File: src/rtl/posit_encoder_pkg.sv
// posit_encoder_pkg: posit sign/word types, unpacked posit struct and format constants
package posit_encoder_pkg;
    typedef enum logic {POS = 1'b0, NEG = 1'b1} sign_t;
    typedef logic [31:0] posit32_t;
    typedef logic [63:0] posit64_t;
    localparam int POSIT_ES = 2;
    localparam posit32_t POSIT32_MAXPOS = 32'h7FFF_FFFF;
    localparam posit32_t POSIT32_MINPOS = 32'h0000_0001;
    localparam posit32_t POSIT32_NAR = 32'h8000_0000;
    localparam posit64_t POSIT64_MAXPOS = 64'h7FFF_FFFF_FFFF_FFFF;
    localparam posit64_t POSIT64_MINPOS = 64'h0000_0000_0000_0001;
    localparam posit64_t POSIT64_NAR = 64'h8000_0000_0000_0000;
    typedef struct packed {
        sign_t s;
        logic zero;
        logic nar;
        logic signed [7:0] scale;
        logic [27:0] frac;
    } posit_unpacked_t;
endpackage

File: src/rtl/posit_encoder_if.sv
// posit_encoder_if: unpacked-posit input stream and encoded-posit output stream
interface posit_encoder_if import posit_encoder_pkg::*; #(
    parameter int N = 32,
    parameter int FRAC_W = 28,
    parameter int SCALE_W = 8
);
    logic in_valid;
    logic in_ready;
    sign_t in_sign;
    logic signed [SCALE_W-1:0] in_scale;
    logic [FRAC_W-1:0] in_frac;
    logic in_zero;
    logic in_nar;
    logic out_valid;
    logic out_ready;
    logic [N-1:0] out_posit;
    modport master (
        output in_valid, in_sign, in_scale, in_frac, in_zero, in_nar, out_ready,
        input in_ready, out_valid, out_posit
    );
    modport slave (
        input in_valid, in_sign, in_scale, in_frac, in_zero, in_nar, out_ready,
        output in_ready, out_valid, out_posit
    );
endinterface

File: src/rtl/posit_encoder_round_rne.sv
// posit_round_rne: round-to-nearest-even on the posit magnitude, never yielding 0 or NaR
module posit_round_rne #(
    parameter int W = 31
) (
    input  logic [W-1:0] m_i,
    input  logic         g_i,
    input  logic         st_i,
    input  logic         sat_hi_i,
    input  logic         sat_lo_i,
    output logic [W-1:0] m_o
);
    logic [W:0] sum;
    assign sum = {1'b0, m_i} + (W+1)'(g_i & (st_i | m_i[0]));
    assign m_o = (sat_hi_i || sum[W]) ? '1
               : (sat_lo_i || sum[W-1:0] == '0) ? W'(1)
               : sum[W-1:0];
endmodule

File: src/rtl/posit_encoder.sv
// posit_encoder: two-stage pipeline packing sign/scale/fraction into a posit word with RNE rounding
module posit_encoder import posit_encoder_pkg::*; #(
    parameter int N = 32,
    parameter int ES = 2,
    parameter int FRAC_W = 28,
    parameter int SCALE_W = 8
) (
    input logic clk,
    input logic rst,
    posit_encoder_if.slave bus
);
    localparam int L = N - 1 + ES + FRAC_W + 2;
    localparam int PAD = L - ES - FRAC_W;
    localparam logic signed [SCALE_W-1:0] SAT = SCALE_W'((N - 2) << ES);
    logic s2_adv, s1_adv;
    logic signed [SCALE_W-1:0] k;
    logic [SCALE_W-1:0] rlen;
    logic [L-1:0] regime, str_d, str_q;
    logic s1_valid_q, sign_q, zero_q, nar_q, sat_hi_q, sat_lo_q;
    logic out_valid_q;
    logic [N-1:0] posit_d, posit_q;
    logic [N-2:0] m_rnd;
    assign s2_adv = !out_valid_q || bus.out_ready;
    assign s1_adv = !s1_valid_q || s2_adv;
    assign bus.in_ready = s1_adv;
    assign bus.out_valid = out_valid_q;
    assign bus.out_posit = posit_q;
    // regime length: k+2 bits for k>=0 (ones run + terminator), 1-k bits for k<0
    assign k = bus.in_scale >>> ES;
    assign rlen = k[SCALE_W-1] ? SCALE_W'(1) - $unsigned(k) : $unsigned(k) + SCALE_W'(2);
    assign regime = k[SCALE_W-1] ? ({1'b1, {(L-1){1'b0}}} >> (rlen - SCALE_W'(1)))
                                 : ~({L{1'b1}} >> (rlen - SCALE_W'(1)));
    assign str_d = regime | ({bus.in_scale[ES-1:0], bus.in_frac, {PAD{1'b0}}} >> rlen);
    posit_round_rne #(.W(N - 1)) u_round (
        .m_i(str_q[L-1 -: N-1]),
        .g_i(str_q[L-N]),
        .st_i(|str_q[L-N-1:0]),
        .sat_hi_i(sat_hi_q),
        .sat_lo_i(sat_lo_q),
        .m_o(m_rnd)
    );
    assign posit_d = nar_q ? {1'b1, {(N-1){1'b0}}}
                   : zero_q ? '0
                   : sign_q ? -{1'b0, m_rnd} : {1'b0, m_rnd};
    always_ff @(posedge clk or posedge rst) begin
        if (rst) begin
            s1_valid_q <= 1'b0;
            str_q <= '0;
            sign_q <= 1'b0;
            zero_q <= 1'b0;
            nar_q <= 1'b0;
            sat_hi_q <= 1'b0;
            sat_lo_q <= 1'b0;
            out_valid_q <= 1'b0;
            posit_q <= '0;
        end else begin
            if (s1_adv) s1_valid_q <= bus.in_valid;
            if (s1_adv && bus.in_valid) begin
                str_q <= str_d;
                sign_q <= bus.in_sign == NEG;
                zero_q <= bus.in_zero;
                nar_q <= bus.in_nar;
                sat_hi_q <= bus.in_scale >= SAT;
                sat_lo_q <= bus.in_scale < -SAT;
            end
            if (s2_adv) out_valid_q <= s1_valid_q;
            if (s2_adv && s1_valid_q) posit_q <= posit_d;
        end
    end
endmodule

File: src/flat_wrapper.sv
// flat-port wrapper written by rule: the top's interface ports become plain ports
module posit_encoder_flat import posit_encoder_pkg::*;
#(
    parameter int N = 32,
    parameter int ES = 2,
    parameter int FRAC_W = 28,
    parameter int SCALE_W = 8
)
  (clk, rst, bus_in_valid, bus_in_sign, bus_in_scale, bus_in_frac, bus_in_zero, bus_in_nar, bus_out_ready, bus_in_ready, bus_out_valid, bus_out_posit);
  posit_encoder_if #(.N(N), .FRAC_W(FRAC_W), .SCALE_W(SCALE_W)) bus_i ();
  input logic clk;
  input logic rst;
  input wire logic [$bits(bus_i.in_valid)-1:0] bus_in_valid;
  input wire logic [$bits(bus_i.in_sign)-1:0] bus_in_sign;
  input wire logic [$bits(bus_i.in_scale)-1:0] bus_in_scale;
  input wire logic [$bits(bus_i.in_frac)-1:0] bus_in_frac;
  input wire logic [$bits(bus_i.in_zero)-1:0] bus_in_zero;
  input wire logic [$bits(bus_i.in_nar)-1:0] bus_in_nar;
  input wire logic [$bits(bus_i.out_ready)-1:0] bus_out_ready;
  output wire logic [$bits(bus_i.in_ready)-1:0] bus_in_ready;
  output wire logic [$bits(bus_i.out_valid)-1:0] bus_out_valid;
  output wire logic [$bits(bus_i.out_posit)-1:0] bus_out_posit;
  assign bus_i.in_valid = bus_in_valid;
  assign bus_i.in_sign = bus_in_sign;
  assign bus_i.in_scale = bus_in_scale;
  assign bus_i.in_frac = bus_in_frac;
  assign bus_i.in_zero = bus_in_zero;
  assign bus_i.in_nar = bus_in_nar;
  assign bus_i.out_ready = bus_out_ready;
  assign bus_in_ready = bus_i.in_ready;
  assign bus_out_valid = bus_i.out_valid;
  assign bus_out_posit = bus_i.out_posit;
  posit_encoder #(.N(N), .ES(ES), .FRAC_W(FRAC_W), .SCALE_W(SCALE_W)) u_core (.clk(clk), .rst(rst), .bus(bus_i));
endmodule
File: config.mk
export PLATFORM = sky130hd
export DESIGN_NAME = posit_encoder_flat
export DESIGN_NICKNAME = d
export VERILOG_FILES = /design/src/rtl/posit_encoder_pkg.sv /design/src/rtl/posit_encoder_if.sv /design/src/rtl/posit_encoder_round_rne.sv /design/src/rtl/posit_encoder.sv /design/src/flat_wrapper.sv
export SDC_FILE = /design/constraint.sdc
export NUM_CORES = 1
export LEC_CHECK = 0
export ABC_CLOCK_PERIOD_IN_PS = 8900
export CAP_MARGIN = 15
export CORE_ASPECT_RATIO = 1.25
export CORE_MARGIN = 2
export CORE_UTILIZATION = 52
export CTS_CLUSTER_SIZE = 24
export DETAILED_ROUTE_END_ITERATION = 10
export DONT_BUFFER_PORTS = 1
export PLACE_DENSITY = 0.73
export SLEW_MARGIN = 25
export SYNTH_ARGS = -nofsm -noshare
export SYNTH_HDL_FRONTEND = slang
export SYNTH_SLANG_ARGS = --single-unit
File: constraint.sdc
create_clock -name clk -period 8.9 [get_ports clk]
set_clock_uncertainty 0.15 [all_clocks]
set_input_delay 1.335 -clock clk [delete_from_list [all_inputs] [get_ports clk]]
set_output_delay 1.335 -clock clk [all_outputs]
set_load 0.02 [all_outputs]
# Yosys cells after proc, flatten, opt, wreduce, memory -nomap -nowiden
# Index checks and enable logic that the tools add are counted.
dict set report totals {
  register_bits 102
  latchBits 0
  ram_bits 0
  romBits 0
  in_bits 43
  elab_cells 40
  mem_count 0
}
dict set report op_classes {
  add_sub_neg 5
  multipliers 0
  n_div 0
  order_cmp 2
  n_eq_ne 0
  shifts 3
  n_mux 7
  bitwise_logic 4
  reduce_logical 10
}
# op count
set ops {}
lappend ops {{63-bit by 8-bit right shift with 63-bit output, first input constant} 2}
lappend ops {{32-bit 2-to-1 mux} 3}
lappend ops {{63-bit 2-to-1 mux} 1}
lappend ops {{63-bit NOT} 1}
lappend ops {{63-bit OR} 1}
lappend ops {{63-bit by 8-bit right shift with 63-bit output} 1}
lappend ops {{31-bit 2-to-1 mux} 2}
lappend ops {{31-bit by 32-bit adder with 32-bit output} 1}
lappend ops {{1-bit by 32-bit bitwise AND with 32-bit output} 1}
lappend ops {{31-bit negation with 32-bit output} 1}
lappend ops {{31-bit logical NOT} 1}
lappend ops {{31-bit OR reduction} 1}
lappend ops {{8-bit greater-or-equal comparator, second input constant} 1}
lappend ops {{8-bit < comparator, second input constant} 1}
lappend ops {{8-bit 2-to-1 mux} 1}
lappend ops {{8-bit by 1-bit subtractor with 8-bit output, second input constant} 1}
lappend ops {{6-bit by 3-bit adder with 7-bit output, second input constant} 1}
lappend ops {{2-bit by 6-bit subtractor with 7-bit output, first input constant} 1}
lappend ops {{1-bit logical OR} 4}
lappend ops {{1-bit logical AND} 2}
lappend ops {{1-bit logical NOT} 2}
lappend ops {{1-bit OR} 1}

# Depth between registers and ports, before layout
dict set report logic_depth {
  depth_word 12
  ltp_mapped 19
}

# By module
# A second synthesis with hierarchy kept.
dict set report unflattened {
  cells_unflattened 1250
  area_unflattened_um2 10044.6
}
# module instances cells_per_inst area_per_inst_um2 seq_area_each_um2
set modules_own_cells {}
lappend modules_own_cells {posit_encoder 1 1055 8684.6 2552.4}
lappend modules_own_cells {posit_round_rne 1 195 1360.1 0.0}

# Least setup slack after synthesis
# OpenSTA, ideal clock, no wires.
dict set report synth_path {
  kind {in2reg}
  startpoint {in bus_in_scale[7]}
  endpoint {reg u_core.str_q[41]}
  setup_time_ns 0.083
  arrival_time_ns 4.373
  setup_slack_ns 4.294
  stages 14
  path_cell_list {buf_2 > xor2_2 > inv_2 > buf_2 > clkbuf_1 > ha_1 > nand4_1 > xnor2_1 > clkbuf_1 > buf_2 > nand3_1 > o32ai_1 > o21ai_0 > o21ai_0}
}
dict set report synth_via {
  elab_chain_len 7
  elab_cells_between_ends 10
  cone_classes {add/sub: 3; shift: 3; mux: 2; bitwise: 2}
}
# element line_no
set synth_rtl {}
lappend synth_rtl {{from (decl)} flat_wrapper.sv:15} ;# input wire logic [$bits(bus_i.in_scale)-1:0] bus_in_scale;
lappend synth_rtl {{6-bit by 3-bit adder with 7-bit output / 2-bit by 6-bit subtractor with 7-bit output (equally long branches)} posit_encoder.sv:30} ;# assign rlen = k[SCALE_W-1] ? SCALE_W'(1) - $unsigned(k) : $unsigned(k) + SCALE_W'(2);
lappend synth_rtl {{8-bit 2-to-1 mux} posit_encoder.sv:30}
lappend synth_rtl {{8-bit by 1-bit subtractor with 8-bit output} {posit_encoder.sv:31, posit_encoder.sv:32}}
lappend synth_rtl {{63-bit by 8-bit right shift with 63-bit output} posit_encoder.sv:32} ;# : ~({L{1'b1}} >> (rlen - SCALE_W'(1)));
lappend synth_rtl {{63-bit NOT} posit_encoder.sv:32}
lappend synth_rtl {{63-bit 2-to-1 mux} posit_encoder.sv:31} ;# assign regime = k[SCALE_W-1] ? ({1'b1, {(L-1){1'b0}}} >> (rlen - SCALE_W'(1)))
lappend synth_rtl {{63-bit OR *} posit_encoder.sv:33} ;# assign str_d = regime | ({bus.in_scale[ES-1:0], bus.in_frac, {PAD{1'b0}}} >> rlen);
lappend synth_rtl {{to (signal assigned)} posit_encoder.sv:59} ;# str_q <= str_d;
lappend synth_rtl {{to (decl)} posit_encoder.sv:18} ;# logic [L-1:0] regime, str_d, str_q;
# Every way passes the cells marked *; elsewhere a longest branch is shown, timed or not.
# A chain may end at the register's enable or synchronous reset.

# Worst setup path after layout
dict set report layout_path {
  startpoint {reg u_core.str_q[32]}
  endpoint {reg u_core.posit_q[26] (netlist: u_core.bus.out_posit[26])}
}
dict set report layout_via {
  elab_chain_len 11
  elab_cells_between_ends 12
  cone_classes {add/sub: 2; mux: 5; bitwise: 2; reduce/logical: 3}
}
# element line_no
set layout_rtl {}
lappend layout_rtl {{1-bit OR} posit_encoder_round_rne.sv:13} ;# assign sum = {1'b0, m_i} + (W+1)'(g_i & (st_i | m_i[0]));
lappend layout_rtl {{1-bit by 32-bit bitwise AND with 32-bit output} posit_encoder_round_rne.sv:13}
lappend layout_rtl {{31-bit by 32-bit adder with 32-bit output *} posit_encoder_round_rne.sv:13}
lappend layout_rtl {{31-bit logical NOT} posit_encoder_round_rne.sv:15} ;# : (sat_lo_i || sum[W-1:0] == '0) ? W'(1)
lappend layout_rtl {{1-bit logical OR} posit_encoder_round_rne.sv:15}
lappend layout_rtl {{31-bit 2-to-1 mux} posit_encoder_round_rne.sv:15}
lappend layout_rtl {{31-bit 2-to-1 mux *} posit_encoder_round_rne.sv:14} ;# assign m_o = (sat_hi_i || sum[W]) ? '1
lappend layout_rtl {{31-bit negation with 32-bit output} posit_encoder.sv:44} ;# : sign_q ? -{1'b0, m_rnd} : {1'b0, m_rnd};
lappend layout_rtl {{32-bit 2-to-1 mux *} posit_encoder.sv:44}
lappend layout_rtl {{32-bit 2-to-1 mux *} posit_encoder.sv:43} ;# : zero_q ? '0
lappend layout_rtl {{32-bit 2-to-1 mux *} posit_encoder.sv:42} ;# assign posit_d = nar_q ? {1'b1, {(N-1){1'b0}}}
lappend layout_rtl {{to (signal assigned)} posit_encoder.sv:67} ;# if (s2_adv && s1_valid_q) posit_q <= posit_d;
lappend layout_rtl {{to (decl)} posit_encoder.sv:21} ;# logic [N-1:0] posit_d, posit_q;
# Marked as above.

==> reports/qor.yml <==
worstHoldPathType: "reg2reg"
worstMarginPinSlew_ps: 1010
synth_top_area_share_pct: 25.1
ys_types: 94
cts_buffers: 9
fmax_ghz: 0.176
clock_sinks: 102
p_comb_share_pct: 44.4
root_buffer: "clkbuf_16"
hold_buffers: 0
layout-drive-gt1-share_pct: 8.94
finalNetCount: 1274
clkTransAtPathRegs_ps: 80
cts_resized: 0
switching_share_pct: 48.1
max_stage_delay_ps: 540
cp_cell_sequence: "and2_1, ha_1, and3_1, nand3_4, or3_4, o31ai_1, and4b_4, a31oi_4, a21oi_1, ha_1, nand2_1, nor3_2, a21boi_1, o31ai_1, xor2_1, o21ai_1"
min_period_ps: 5670
hold_viol: 0
p_leak_nw: 4.01
power_density_mw_per_mm2: 209
first_iter_violations: 1198
async_flop_share_pct: 100
yosysWarningCount: 0
grt_max_degree: 83
synth-seq-cells: 102
antennaDiodeCount: 0
ios: 77
drc: 0
yosysMostFrequentCell: "nand2_1"
pwr-share-seq_pct: 35.9
syn_to_final_growth_pct: 3.51
required_ps: 8980
clock_tree.buffer_depth: 2
synth_cells: 1309
via_count: 10500
start_util_pct: 52.7
synth_top_cell_by_area: "dfrtp_1"
first_global_vias: 10100
netlist_area_mm2: 0.0102
cp.arrival_ps: 5750
overflow: 0
postCtsSetupBuffers: 0
fin_crit_sh_pct: 63.7
fin_tns_setup_ps: 0
grt_pass1_wl_um: 61300
yosys_most_used_dff: "dfrtp_1"
slew_violations: 0
gp_congestion: 1.07
die_area_mm2: 0.0207
htreeDepth: 3
drt-wirelength-per-cell_um: 27.4
die_w_um: 129
synth_area_leaders: "dfrtp_1 (25%), mux2i_1 (7.0%), nand2_1 (6.3%)"
switching_power_mw: 1.06
dpl_cell_area_mm2: 0.0102
die_h_um: 160
dp_hpwl_um: 31500
syn_nets: 1357
pwr-share-clk_pct: 19.8
critPathLaunchType: "flop"
cp-end-kind: "flop"
tritoncts: "done"
ys_seq_area_share_pct: 25.1
crit_path_max_fanout: 20
antenna_found_initial: 0
internal_power_mw: 1.14
vdd.ir_drop.worst_v: 0.000114
fin_area_mm2: 0.0105
postSynthAreaPerCell_um2: 7.78
routed_wl_um: 41000
viasPerCell: 7.02
portBuffers: 0
rows: 57
synthTopCellsByCount: "nand2_1 (170), o21ai_0 (112), nor2_1 (107), dfrtp_1 (102), a21oi_1 (88)"
criticalPathCategory: "reg2reg"
cp_slowest_cell: "dfrtp_1"
core_area_mm2: 0.0193
synth_edf_count: 0
drtAntennaViolNets: 0
status: "complete, no violations"
rsz0062_at_grt: "no"
clkLatencyLatePin_ps: 370
grtUsageTotal_pct: 39.5
relSlewSlack_pct: 32.3
utilization_pct: 54.5
finalSetupViolCount: 0
cap_violations: 0
dr.pass1.iters: 6
==> final cells by class <==
| cell class | instances | area, µm² |
|---|---|---|
| clock buffer | 10 | 239 |
| clock inverter | 6 | 75.1 |
| fill | 1876 | 8790 |
| inverter | 20 | 77.6 |
| multi-input combinational | 1071 | 7100 |
| sequential | 102 | 2550 |
| tap | 265 | 332 |
| timing repair buffer | 22 | 165 |
==> worst paths after layout <==
| path | from | endpoint | slack (ps) | cells past startpoint |
|---|---|---|---|---|
| max | u_core.str_q[32]$_DFFE_PP0P_ | u_core.bus.out_posit[26]$_DFFE_PP0P_ | 3230 | 16 |
| min | u_core.str_q[6]$_DFFE_PP0P_ | u_core.str_q[6]$_DFFE_PP0P_ | 340 | 2 |
| max reg2reg | u_core.str_q[32]$_DFFE_PP0P_ | u_core.bus.out_posit[26]$_DFFE_PP0P_ | 3230 | 16 |
| min reg2reg | u_core.str_q[6]$_DFFE_PP0P_ | u_core.str_q[6]$_DFFE_PP0P_ | 340 | 2 |
| max in group asynchronous | rst | u_core.str_q[58]$_DFFE_PP0P_ | 6640 | 2 |
| min in group asynchronous | rst | u_core.bus.out_posit[3]$_DFFE_PP0P_ | 700 | 1 |
==> cell usage in the layout (no fill, tap or decap), types with 6 or more instances in the layout <==
cell type  count
o22a_1         8
nand2_1      169
o21ai_1       17
xor2_1        21
or3_1         12
nor3_1        36
inv_1         15
o21a_1        10
xnor2_1       38
mux2i_1       71
clkbuf_16      9
and3_1        17
mux4_2        24
a21oi_1       88
dfrtp_1      102
o21ai_0      112
buf_4         22
o32a_1         6
a211oi_1      10
nor2_1       106
and2_1         9
o31ai_1       16
a2111oi_0      6
a221oi_1      15
nor4_1        19
a22oi_1        7
nand4_1       20
a31oi_1       33
o211ai_1       8
o22ai_1       17
a32oi_1        6
nand3_1       40
nand2b_1       9
==> critical path: cells and delay by family, from the launching register on <==
family	cells	cell delay, ps
xor+xnor	1	190
compound gates	6	1670
flops	1	540
simple gates	7	2160
fa+ha+maj	2	780
==> cell families after synthesis <==
logic type,count (synthesis),synth area share (%)
fa+ha+maj,5,0.614
compound gates,416,26.4
simple gates,490,24.3
flops,102,25.1
buf+inv,136,5.55
xor+xnor,64,5.71
mux,96,12.4
==> flip-flops by register name, summed over array words and instances (netlist names) <==
register	flops
u_core.bus.out_posit	32
u_core.bus.out_valid	1
u_core.nar_q	1
u_core.s1_valid_q	1
u_core.sat_hi_q	1
u_core.sat_lo_q	1
u_core.sign_q	1
u_core.str_q	63
u_core.zero_q	1
==> per-stage QoR <==
stage / std cells / setup WS [ps] / power, mW / hold slack, ps
after floorplan: 1309 / 4290 / 1.45 / 289
after global placement: 1480 / 2870 / 1.74 / 311
after detailed placement: 1480 / 2840 / 1.74 / 323
after CTS: 1496 / 3220 / 2.17 / 341
after global routing: 1496 / 2900 / 2.31 / 359
final: 1496 / 3230 / 2.20 / 338
==> metal layers <==
| metal | up-vias | track usage [%] | share of wire, % |
|---|---|---|---|
| met2 | 615 | 68.0 | 49 |
| met1 | 4942 | 43.5 | 36 |
| met3 | 190 | 6.26 | 6.6 |
| met4 | 0 | 28.3 | 8.7 |
| met5 | - | 0 | 0 |
| li1 | 4756 | - | - |
==> power by group through the flow <==
stage / logic, mW / clock network, mW / registers [mW]
floorplan: 0.765 / 0 / 0.681
global placement: 0.947 / 0 / 0.788
detailed placement: 0.946 / 0 / 0.794
CTS: 0.950 / 0.436 / 0.785
global route: 1.05 / 0.456 / 0.806
finish: 0.977 / 0.436 / 0.789
Note: power is estimated with default switching activity, not from simulation.
